<file path="src/rtl/pipe_hazard_ctrl_pkg.sv">
// Shared pipeline constants and types.
// Used by the hazard controller and the stage registers.
package pipe_pkg;

  typedef enum logic [1:0] {
    RUN,
    DRAIN,
    HALTED
  } state_t;

  localparam int TRK_AW       = 8;
  localparam int DEF_DEPTH    = 3;
  localparam int DEF_LOAD_LAT = 2;
  localparam int DEF_BR_STAGE = 2;

  typedef struct packed {
    logic              vld;
    logic [TRK_AW-1:0] dst;
    logic              is_load;
  } trk_t;

  function automatic int fwd_w(input int depth);
    return $clog2(depth + 1);
  endfunction

endpackage

</file>
<file path="src/rtl/pipe_hazard_ctrl_if.sv">
// ID-side hazard bundle: decode info in,
// stall/flush/forward controls out.
interface pipe_hazard_ctrl_if
  import pipe_pkg::*;
#(
  parameter int NREG  = 16,
  parameter int DEPTH = DEF_DEPTH,
  parameter int CW    = 16
);
  localparam int AW = $clog2(NREG);
  localparam int FW = fwd_w(DEPTH);

  logic          id_valid;
  logic [AW-1:0] id_src0;
  logic [AW-1:0] id_src1;
  logic          id_src0_vld;
  logic          id_src1_vld;
  logic [AW-1:0] id_dst;
  logic          id_we;
  logic          id_is_load;
  logic          id_hlt;
  logic          br_taken;
  logic          stall;
  logic          bubble_ex;
  logic          flush;
  logic [FW-1:0] fwd_sel0;
  logic [FW-1:0] fwd_sel1;
  logic          pc_freeze;
  logic          hlt;
  logic [CW-1:0] stall_cnt;

  modport master (
    output id_valid, id_src0, id_src1,
    output id_src0_vld, id_src1_vld,
    output id_dst, id_we, id_is_load,
    output id_hlt, br_taken,
    input  stall, bubble_ex, flush,
    input  fwd_sel0, fwd_sel1,
    input  pc_freeze, hlt, stall_cnt
  );

  modport slave (
    input  id_valid, id_src0, id_src1,
    input  id_src0_vld, id_src1_vld,
    input  id_dst, id_we, id_is_load,
    input  id_hlt, br_taken,
    output stall, bubble_ex, flush,
    output fwd_sel0, fwd_sel1,
    output pc_freeze, hlt, stall_cnt
  );

endinterface

</file>
<file path="src/rtl/pipe_hazard_ctrl_hazard_match.sv">
// Youngest-producer priority encoder for one
// source operand against the in-flight tracker.
module hazard_match
  import pipe_pkg::*;
#(
  parameter int AW       = 4,
  parameter int DEPTH    = DEF_DEPTH,
  parameter int LOAD_LAT = DEF_LOAD_LAT,
  parameter int ZERO_REG = 1,
  parameter int FW       = fwd_w(DEPTH)
) (
  input  logic [AW-1:0]    src,
  input  logic             src_vld,
  input  trk_t [DEPTH:1]   trk,
  output logic [FW-1:0]    sel,
  output logic             ld_hit
);

  logic [TRK_AW-1:0] src_x;
  logic              live;

  always_comb begin
    src_x  = TRK_AW'(src);
    live   = src_vld & ~((ZERO_REG != 0) && (src == '0));
    sel    = '0;
    ld_hit = 1'b0;
    // oldest first so the youngest match wins
    for (int k = DEPTH; k >= 1; k--) begin
      if (live && trk[k].vld && trk[k].dst == src_x) begin
        sel    = FW'(k);
        ld_hit = trk[k].is_load && (k < LOAD_LAT);
      end
    end
  end

endmodule

</file>
<file path="src/rtl/pipe_hazard_ctrl.sv">
// Hazard, forwarding and halt-drain controller
// for the five-stage pipeline.
module pipe_hazard_ctrl
  import pipe_pkg::*;
#(
  parameter int NREG     = 16,
  parameter int DEPTH    = DEF_DEPTH,
  parameter int LOAD_LAT = DEF_LOAD_LAT,
  parameter int BR_STAGE = DEF_BR_STAGE,
  parameter int ZERO_REG = 1,
  parameter int CW       = 16
) (
  input logic               clk,
  input logic               rst_n,
  pipe_hazard_ctrl_if.slave hz
);

  localparam int AW = $clog2(NREG);
  localparam int FW = fwd_w(DEPTH);

  state_t         state, state_nx;
  trk_t [DEPTH:1] trk, trk_nx;
  trk_t           ins;
  logic [CW-1:0]  cnt;
  logic [FW-1:0]  sel0, sel1;
  logic           ld0, ld1;
  logic           run, flush, stall;
  logic           wr_ok, all_idle;

  hazard_match #(
    .AW(AW), .DEPTH(DEPTH),
    .LOAD_LAT(LOAD_LAT),
    .ZERO_REG(ZERO_REG), .FW(FW)
  ) u_m0 (
    .src(hz.id_src0),
    .src_vld(hz.id_src0_vld),
    .trk(trk),
    .sel(sel0),
    .ld_hit(ld0)
  );

  hazard_match #(
    .AW(AW), .DEPTH(DEPTH),
    .LOAD_LAT(LOAD_LAT),
    .ZERO_REG(ZERO_REG), .FW(FW)
  ) u_m1 (
    .src(hz.id_src1),
    .src_vld(hz.id_src1_vld),
    .trk(trk),
    .sel(sel1),
    .ld_hit(ld1)
  );

  assign run   = (state == RUN);
  assign flush = hz.br_taken;
  assign stall = hz.id_valid & run & ~flush
               & (ld0 | ld1);

  always_comb begin
    all_idle = 1'b1;
    for (int k = 1; k <= DEPTH; k++)
      if (trk[k].vld) all_idle = 1'b0;
  end

  always_comb begin
    state_nx = state;
    unique case (state)
      RUN:
        if (hz.id_valid & hz.id_hlt
            & ~stall & ~flush)
          state_nx = DRAIN;
      DRAIN:
        if (flush)         state_nx = RUN;
        else if (all_idle) state_nx = HALTED;
      HALTED:  state_nx = HALTED;
      default: state_nx = RUN;
    endcase
  end

  always_comb begin
    wr_ok = hz.id_we
          & ~((ZERO_REG != 0) && (hz.id_dst == '0));
    ins = '{
      vld:     hz.id_valid & wr_ok & run
               & ~stall & ~flush,
      dst:     TRK_AW'(hz.id_dst),
      is_load: hz.id_is_load
    };
    trk_nx    = trk;
    trk_nx[1] = ins;
    // wrong-path instructions younger than the branch die
    for (int k = 2; k <= DEPTH; k++) begin
      trk_nx[k] = trk[k-1];
      if (flush && k <= BR_STAGE)
        trk_nx[k].vld = 1'b0;
    end
  end

  always_ff @(posedge clk) begin
    if (!rst_n) begin
      state <= RUN;
      trk   <= '0;
      cnt   <= '0;
    end else begin
      state <= state_nx;
      trk   <= trk_nx;
      if (stall && cnt != '1)
        cnt <= cnt + CW'(1);
    end
  end

  assign hz.stall     = stall;
  assign hz.bubble_ex = stall | ~run;
  assign hz.flush     = flush;
  assign hz.fwd_sel0  = sel0;
  assign hz.fwd_sel1  = sel1;
  assign hz.pc_freeze = ~run;
  assign hz.hlt       = (state == HALTED);
  assign hz.stall_cnt = cnt;

endmodule

</file>
<file path="src/flat_wrapper.sv">
// flat-port wrapper written by rule: the top's interface ports become plain ports
module pipe_hazard_ctrl_flat import pipe_pkg::*;
#(
  parameter int NREG     = 16,
  parameter int DEPTH    = DEF_DEPTH,
  parameter int LOAD_LAT = DEF_LOAD_LAT,
  parameter int BR_STAGE = DEF_BR_STAGE,
  parameter int ZERO_REG = 1,
  parameter int CW       = 16
)
  (clk, rst_n, hz_id_valid, hz_id_src0, hz_id_src1, hz_id_src0_vld, hz_id_src1_vld, hz_id_dst, hz_id_we, hz_id_is_load, hz_id_hlt, hz_br_taken, hz_stall, hz_bubble_ex, hz_flush, hz_fwd_sel0, hz_fwd_sel1, hz_pc_freeze, hz_hlt, hz_stall_cnt);
  pipe_hazard_ctrl_if #(.NREG(NREG), .DEPTH(DEPTH), .CW(CW)) hz_i ();
  input logic clk;
  input logic rst_n;
  input wire logic [$bits(hz_i.id_valid)-1:0] hz_id_valid;
  input wire logic [$bits(hz_i.id_src0)-1:0] hz_id_src0;
  input wire logic [$bits(hz_i.id_src1)-1:0] hz_id_src1;
  input wire logic [$bits(hz_i.id_src0_vld)-1:0] hz_id_src0_vld;
  input wire logic [$bits(hz_i.id_src1_vld)-1:0] hz_id_src1_vld;
  input wire logic [$bits(hz_i.id_dst)-1:0] hz_id_dst;
  input wire logic [$bits(hz_i.id_we)-1:0] hz_id_we;
  input wire logic [$bits(hz_i.id_is_load)-1:0] hz_id_is_load;
  input wire logic [$bits(hz_i.id_hlt)-1:0] hz_id_hlt;
  input wire logic [$bits(hz_i.br_taken)-1:0] hz_br_taken;
  output wire logic [$bits(hz_i.stall)-1:0] hz_stall;
  output wire logic [$bits(hz_i.bubble_ex)-1:0] hz_bubble_ex;
  output wire logic [$bits(hz_i.flush)-1:0] hz_flush;
  output wire logic [$bits(hz_i.fwd_sel0)-1:0] hz_fwd_sel0;
  output wire logic [$bits(hz_i.fwd_sel1)-1:0] hz_fwd_sel1;
  output wire logic [$bits(hz_i.pc_freeze)-1:0] hz_pc_freeze;
  output wire logic [$bits(hz_i.hlt)-1:0] hz_hlt;
  output wire logic [$bits(hz_i.stall_cnt)-1:0] hz_stall_cnt;
  assign hz_i.id_valid = hz_id_valid;
  assign hz_i.id_src0 = hz_id_src0;
  assign hz_i.id_src1 = hz_id_src1;
  assign hz_i.id_src0_vld = hz_id_src0_vld;
  assign hz_i.id_src1_vld = hz_id_src1_vld;
  assign hz_i.id_dst = hz_id_dst;
  assign hz_i.id_we = hz_id_we;
  assign hz_i.id_is_load = hz_id_is_load;
  assign hz_i.id_hlt = hz_id_hlt;
  assign hz_i.br_taken = hz_br_taken;
  assign hz_stall = hz_i.stall;
  assign hz_bubble_ex = hz_i.bubble_ex;
  assign hz_flush = hz_i.flush;
  assign hz_fwd_sel0 = hz_i.fwd_sel0;
  assign hz_fwd_sel1 = hz_i.fwd_sel1;
  assign hz_pc_freeze = hz_i.pc_freeze;
  assign hz_hlt = hz_i.hlt;
  assign hz_stall_cnt = hz_i.stall_cnt;
  pipe_hazard_ctrl #(.NREG(NREG), .DEPTH(DEPTH), .LOAD_LAT(LOAD_LAT), .BR_STAGE(BR_STAGE), .ZERO_REG(ZERO_REG), .CW(CW)) u_core (.clk(clk), .rst_n(rst_n), .hz(hz_i));
endmodule
</file>
<file path="config.mk">
export PLATFORM = sky130hd
export DESIGN_NAME = pipe_hazard_ctrl_flat
export DESIGN_NICKNAME = d
export VERILOG_FILES = /design/src/rtl/pipe_hazard_ctrl_pkg.sv /design/src/rtl/pipe_hazard_ctrl_if.sv /design/src/rtl/pipe_hazard_ctrl_hazard_match.sv /design/src/rtl/pipe_hazard_ctrl.sv /design/src/flat_wrapper.sv
export SDC_FILE = /design/constraint.sdc
export NUM_CORES = 1
export LEC_CHECK = 0
export CAP_MARGIN = 10
export CORE_MARGIN = 8
export CORE_UTILIZATION = 53
export CTS_CLUSTER_DIAMETER = 50
export CTS_CLUSTER_SIZE = 10
export DETAILED_ROUTE_END_ITERATION = 16
export PLACE_DENSITY_LB_ADDON = 0.1
export SETUP_SLACK_MARGIN = 0.4
export SKIP_CTS_REPAIR_TIMING = 1
export SLEW_MARGIN = 15
export SYNTH_ARGS = -nofsm -noshare
export SYNTH_HDL_FRONTEND = slang
export SYNTH_HIERARCHICAL = 1
export SYNTH_SLANG_ARGS = --single-unit
</file>
<file path="constraint.sdc">
create_clock -name clk -period 5.5 [get_ports clk]
set_clock_uncertainty 0.1 [all_clocks]
set_input_delay 0.55 -clock clk [delete_from_list [all_inputs] [get_ports clk]]
set_output_delay 0.55 -clock clk [all_outputs]
set_load 0.02 [all_outputs]
</file>
==> impl_metrics.yaml, run 1 <==
clocking:
  cts_max_level: 2
  clock_insertion_delay_worst_skew_ns: 0.35
  clockRootBuffer: "clkbuf_4"
  clkSinkCount: 34
  cts.reportedPaths.clkPinSlew_ns: 0.12
  numCtsBuffers: 5
  clockBufferDepth: 2
  cts_tree: "built"
placed_design:
  numPortBuffers: 45
  hpwl_mm: 3.44
  globalplace.congestion: 0.926
sta:
  setup_viol: 0
  fin_crit_sh_pct: 65.2
  worstMarginPinSlew_ns: 0.758
  fmax_mhz: 279
  final_hold_viol_count: 0
  timing.setup.tns_ns: 0
  maxSlewViolCount: 0
  timing.max_slew.rel_slack_pct: 49.1
  final_period_minus_worst_setup_slack_ns: 3.59
  grt_setup_unrepaired: "no"
floorplanning:
  core_region_area_mm2: 0.00328
  floorplan.rows: 21
  die_area_mm2: 0.00551
  die_width_um: 74.2
  initial_core_util_pct: 54.7
  boundary_pin_count: 46
  die_y_um: 74.2
detailed_routing:
  post-route-drc-count: 0
  detailedRoute.firstPassIterationCount: 4
  detailedRoute.firstIterationViolations: 85
  final_antenna_net_count: 0
  wl_mm: 4.67
  vias_per_cell: 5.49
  vias: 1772
  routed_wire_length_per_instance_um: 14.5
pwr:
  power.leakage_uw: 0.000890
  power-per-cell-area_mw_per_mm2: 219
  ir_drop_uv: 173
finish:
  syn2layout_area_growth_pct: 37.8
  number_of_inserted_diodes: 0
  filler_cell_count: 266
  final_core_utilization_pct: 75.4
  share_of_cells_above_drive_strength_1_pct: 5.05
  final_net_count: 298
setup_path:
  timing.critical_path.from_type: "input pin"
  crit_path_max_incr_delay_ns: 0.54
  cp_slowest_cell: "clkdlybuf4s50_1"
  crit_family: "buffers and inverters"
  worstPathRequired_ns: 4.85
  cp-end-kind: "primary output"
  cells_along_the_critical_path: "clkdlybuf4s50_1 -> o41a_1 -> nand3_1 -> nor2_1 -> and2_1 -> o21ai_0 -> buf_4 -> inv_1 -> clkdlybuf4s50_1"
  number_of_buffers_and_inverters_on_the_critical_path: 4
  worst-endpoint-arrival_ns: 2.94
  worst-path-max-fanout: 13
  critPathMostFrequentCell: "clkdlybuf4s50_1"
  critPathKind: "input pin to primary output"
job:
  timing.max_cap.violations: 0
logic_synthesis:
  avg_synthesized_cell_area_um2: 8.67
  postSynthCellCount: 207
  number_of_warnings_printed_during_yosys_synthesis: 6
  netlist_area_mm2: 0.00180
run_status:
  run_status: "complete, no violations"
global_routing:
  grt_max_degree: 22
  grt_pass1_vias: 1687
  gr_ovfl_total: 0
  groute.usage.overall_pct: 17.8
  grt_antenna_before_repair: 0
  grt_pass1_wl_mm: 7.69
worst_hold_path:
  worstHoldPathType: "flip-flop to flip-flop"
[flip-flops by register name, indices dropped and copies added, names as in the netlist]
name / count
u_core/trk: 16
u_core/hz.stall_cnt: 16
u_core/state: 2
[report_power, final]
part	switching [uW]	leakage (uW)	internal (uW)	total (uW)
Sequential	4.51	0.000276	251	255
Combinational	24.2	0.000559	27.8	52.1
Clock	93.2	0.0000554	142	235
[worst paths after layout]
kind	start	end	slack (ns)	depth (start not counted)
setup / recovery	hz_id_src0[1]	hz_stall	1.91	9
hold / removal	u_core/trk[9]$_SDFF_PN0_	u_core/trk[19]$_SDFF_PP0_	0.39	2
setup reg to reg	u_core/trk[1]$_SDFF_PN0_	u_core/hz.stall_cnt[10]$_SDFFE_PN0P_	2.94	8
hold reg to reg	u_core/trk[9]$_SDFF_PN0_	u_core/trk[19]$_SDFF_PP0_	0.39	2
[per-layer routing]
layer | vias up | part of all wire, % | global-route usage [%] | routed length [um]
met4 | 0 | 1.5 | 7.32 | 68
met1 | 824 | 42 | 20.1 | 1960
met2 | 56 | 52 | 31.5 | 2410
met5 | - | 0 | 0 | 0
li1 | 886 | - | - | -
met3 | 6 | 4.9 | 3.91 | 228
[through the flow]
stage	cell area (um^2)	total power (uW)	instances	hold WS (ns)	setup slack, ns
2_1_floorplan	1880	286	230	0.336	2.84
3_3_place_gp	2370	312	315	0.367	1.98
3_5_place_dp	2370	312	315	0.383	1.94
4_1_cts	2470	545	323	0.387	1.91
5_1_grt	2470	563	323	0.407	1.73
6_report	2470	543	323	0.386	1.91
[tightest hold or removal path: cells and delay by family, from the launching register on]
family / cells / cell delay (ns)
AND/OR/NAND/NOR: 2 / 0.10
flip-flops: 1 / 0.36
[layout by cell type, fill, tap and decap left out, drive strengths merged, types with 3 or more instances in the layout]
cell type	instances
clkdlybuf4s50	45
dfxtp	34
conb	24
a21oi	17
and2	16
xor2	16
nor4	13
or4	13
o31ai	11
nand3	10
nand2	10
nand4	9
xnor2	8
nor2	7
clkbuf	5
o21ai	5
inv	4
nand2b	3
[cell type report]
type                    count  area [um^2]  share of cell area [%]
multi-input cells         184         1150                    46.5
well taps                  46         57.6                    2.33
clock buffers               5         37.5                    1.52
repair buffers             47          465                    18.8
flip-flops and latches     34          681                    27.5
clock inverters             3         68.8                    2.78
inverters                   4         15.0                   0.607
(Power assumes the default switching activity.)
==> run 2: changes to the inputs <==
--- a/config.mk
+++ b/config.mk
@@ -7,7 +7,7 @@
 export LEC_CHECK = 0
 export CAP_MARGIN = 10
 export CORE_MARGIN = 8
-export CORE_UTILIZATION = 53
+export CORE_UTILIZATION = 44
 export CTS_CLUSTER_DIAMETER = 50
 export CTS_CLUSTER_SIZE = 10
 export DETAILED_ROUTE_END_ITERATION = 16
==> constraint.sdc (replaced) <==
create_clock -name clk -period 3.1 [get_ports clk]
set_clock_uncertainty 0.1 [all_clocks]
set_input_delay 0.31 -clock clk [delete_from_list [all_inputs] [get_ports clk]]
set_output_delay 0.31 -clock clk [all_outputs]
set_load 0.02 [all_outputs]
==> impl_metrics.yaml, run 2 (synthesized netlist as in run 1, its figures left out) <==
setup_path:
  timing.critical_path.from_type: "input pin"
  ff2ff_setup_slack_ns: 0.70
  critPathKind: "input pin to flip-flop"
  worstPathRequired_ns: 3.21
  worst-path-max-fanout: 8
  worst-endpoint-arrival_ns: 2.63
  cp-end-kind: "flip-flop"
  worstRegToRegCells: 8
detailed_routing:
  detailedRoute.firstPassIterationCount: 4
  post-route-drc-count: 0
  vias_per_cell: 5.18
  final_antenna_net_count: 0
  vias: 1741
  wl_mm: 4.57
  routed_wire_length_per_instance_um: 13.6
  detailedRoute.firstIterationViolations: 88
placed_design:
  numPortBuffers: 45
  hpwl_mm: 3.57
  globalplace.congestion: 0.881
pwr:
  ir_drop_uv: 296
  power.leakage_uw: 0.00106
  power-per-cell-area_mw_per_mm2: 368
finish:
  share_of_cells_above_drive_strength_1_pct: 9.44
  syn2layout_area_growth_pct: 44.7
  filler_cell_count: 375
  number_of_inserted_diodes: 0
  multi_input_area_mm2: 0.00117
  area.sequential_um2: 681
  final_net_count: 307
  mostFrequentLayoutCells: "clkdlybuf4s50_1, dfxtp_1, conb_1, a21oi_1"
sta:
  fmax_mhz: 396
  fin_crit_sh_pct: 81.4
  setup_viol: 0
  worstMarginPinSlew_ns: 0.683
  grt_setup_unrepaired: "no"
  maxSlewViolCount: 0
  whs_ns: 0.403
  timing.max_slew.rel_slack_pct: 54.1
  final_period_minus_worst_setup_slack_ns: 2.52
  timing.setup.tns_ns: 0
  final_hold_viol_count: 0
global_routing:
  busiest_layer: "met2"
  grt_antenna_before_repair: 0
  use_met3_pct: 4.05
  grt_pass1_wl_mm: 7.54
  use_met2_pct: 23.5
  grt_max_degree: 22
  groute.usage.overall_pct: 14.7
  grt_pass1_vias: 1688
  gr_ovfl_total: 0
  groute.layer.met1.usage_pct: 18.0
clocking:
  clockBufferDepth: 2
  cts_tree: "built"
  numCtsBuffers: 5
  clockRootBuffer: "clkbuf_8"
  clock_insertion_delay_worst_skew_ns: 0.28
  cts_max_level: 2
  clkSinkCount: 34
  cts.reportedPaths.clkPinSlew_ns: 0.07
floorplanning:
  core_region_area_mm2: 0.00397
  initial_core_util_pct: 45.2
  die_area_mm2: 0.00638
  die_y_um: 79.9
  die_width_um: 79.9
  boundary_pin_count: 46
  floorplan.rows: 23
worst_hold_path:
  worstHoldPathType: "flip-flop to flip-flop"
  depth_of_the_worst_hold_timing_path: 2
run_status:
  run_status: "complete, no violations"
job:
  timing.max_cap.violations: 0
[run 2: cell types whose count changed in the layout (fill, tap and decap cells not counted), moves of 2 or more]
cell,change
clkbuf_4,-5
or4_1,-2
clkbuf_8,+5
dlymetal6s2s_1,+11
or4_4,+2
buf_4,+9
clkinvlp_4,+2
clkdlybuf4s50_1,-11
[run 2: power breakdown]
group | switching (uW) | total (uW) | internal, uW
Sequential | 8.45 | 453 | 445
Clock | 166 | 405 | 239
Combinational | 44.9 | 98.0 | 53.1
[run 2: path summary, 6_finish.rpt]
| check | start | end |
|---|---|---|
| worst min register to register | u_core/trk[9]$_SDFF_PN0_ | u_core/trk[19]$_SDFF_PP0_ |
| worst max register to register | u_core/trk[1]$_SDFF_PN0_ | u_core/hz.stall_cnt[14]$_SDFFE_PN0P_ |
| worst min-delay path | u_core/trk[9]$_SDFF_PN0_ | u_core/trk[19]$_SDFF_PP0_ |
| worst max-delay path | hz_id_src0_vld | u_core/hz.stall_cnt[14]$_SDFFE_PN0P_ |
[run 2: routing by layer]
layer / wire length [um] / up-vias
li1: - / 909
met1: 2210 / 783
met2: 2070 / 40
met3: 218 / 9
met4: 76 / 0
met5: 0 / -
[run 2: final cells by class]
type / instances / share of cell area [%]
clock buffers: 5 / 2.65
well taps: 50 / 2.41
multi-input cells: 184 / 44.9
flip-flops and latches: 34 / 26.2
clock inverters: 3 / 1.73
repair buffers: 56 / 21.6
inverters: 4 / 0.578
[run 2: through the flow]
| stage | instances | instance area [um^2] | worst slack (ns) | total power [uW] | utilization (%) |
|---|---|---|---|---|---|
| global placement | 327 | 2430 | 0.0199 | 559 | 61.3 |
| floorplan | 230 | 1880 | 0.855 | 508 | - |
| detailed placement | 327 | 2430 | 0.0493 | 561 | 61.3 |
| global route | 336 | 2600 | 0.447 | 994 | 65.4 |
| finish | 336 | 2600 | 0.577 | 956 | 65.4 |
| CTS | 335 | 2550 | 0.0455 | 967 | 64.1 |
[run 2: worst max-delay path, stage by stage]
cell and delay [ns]:
clkdlybuf4s50_1 0.47, o41a_1 0.21, nand3_1 0.09, nor2_1 0.15, and2_1 0.16, nor2_1 0.08, or4_4 0.59, or4_1 0.42
a21oi_1 0.15
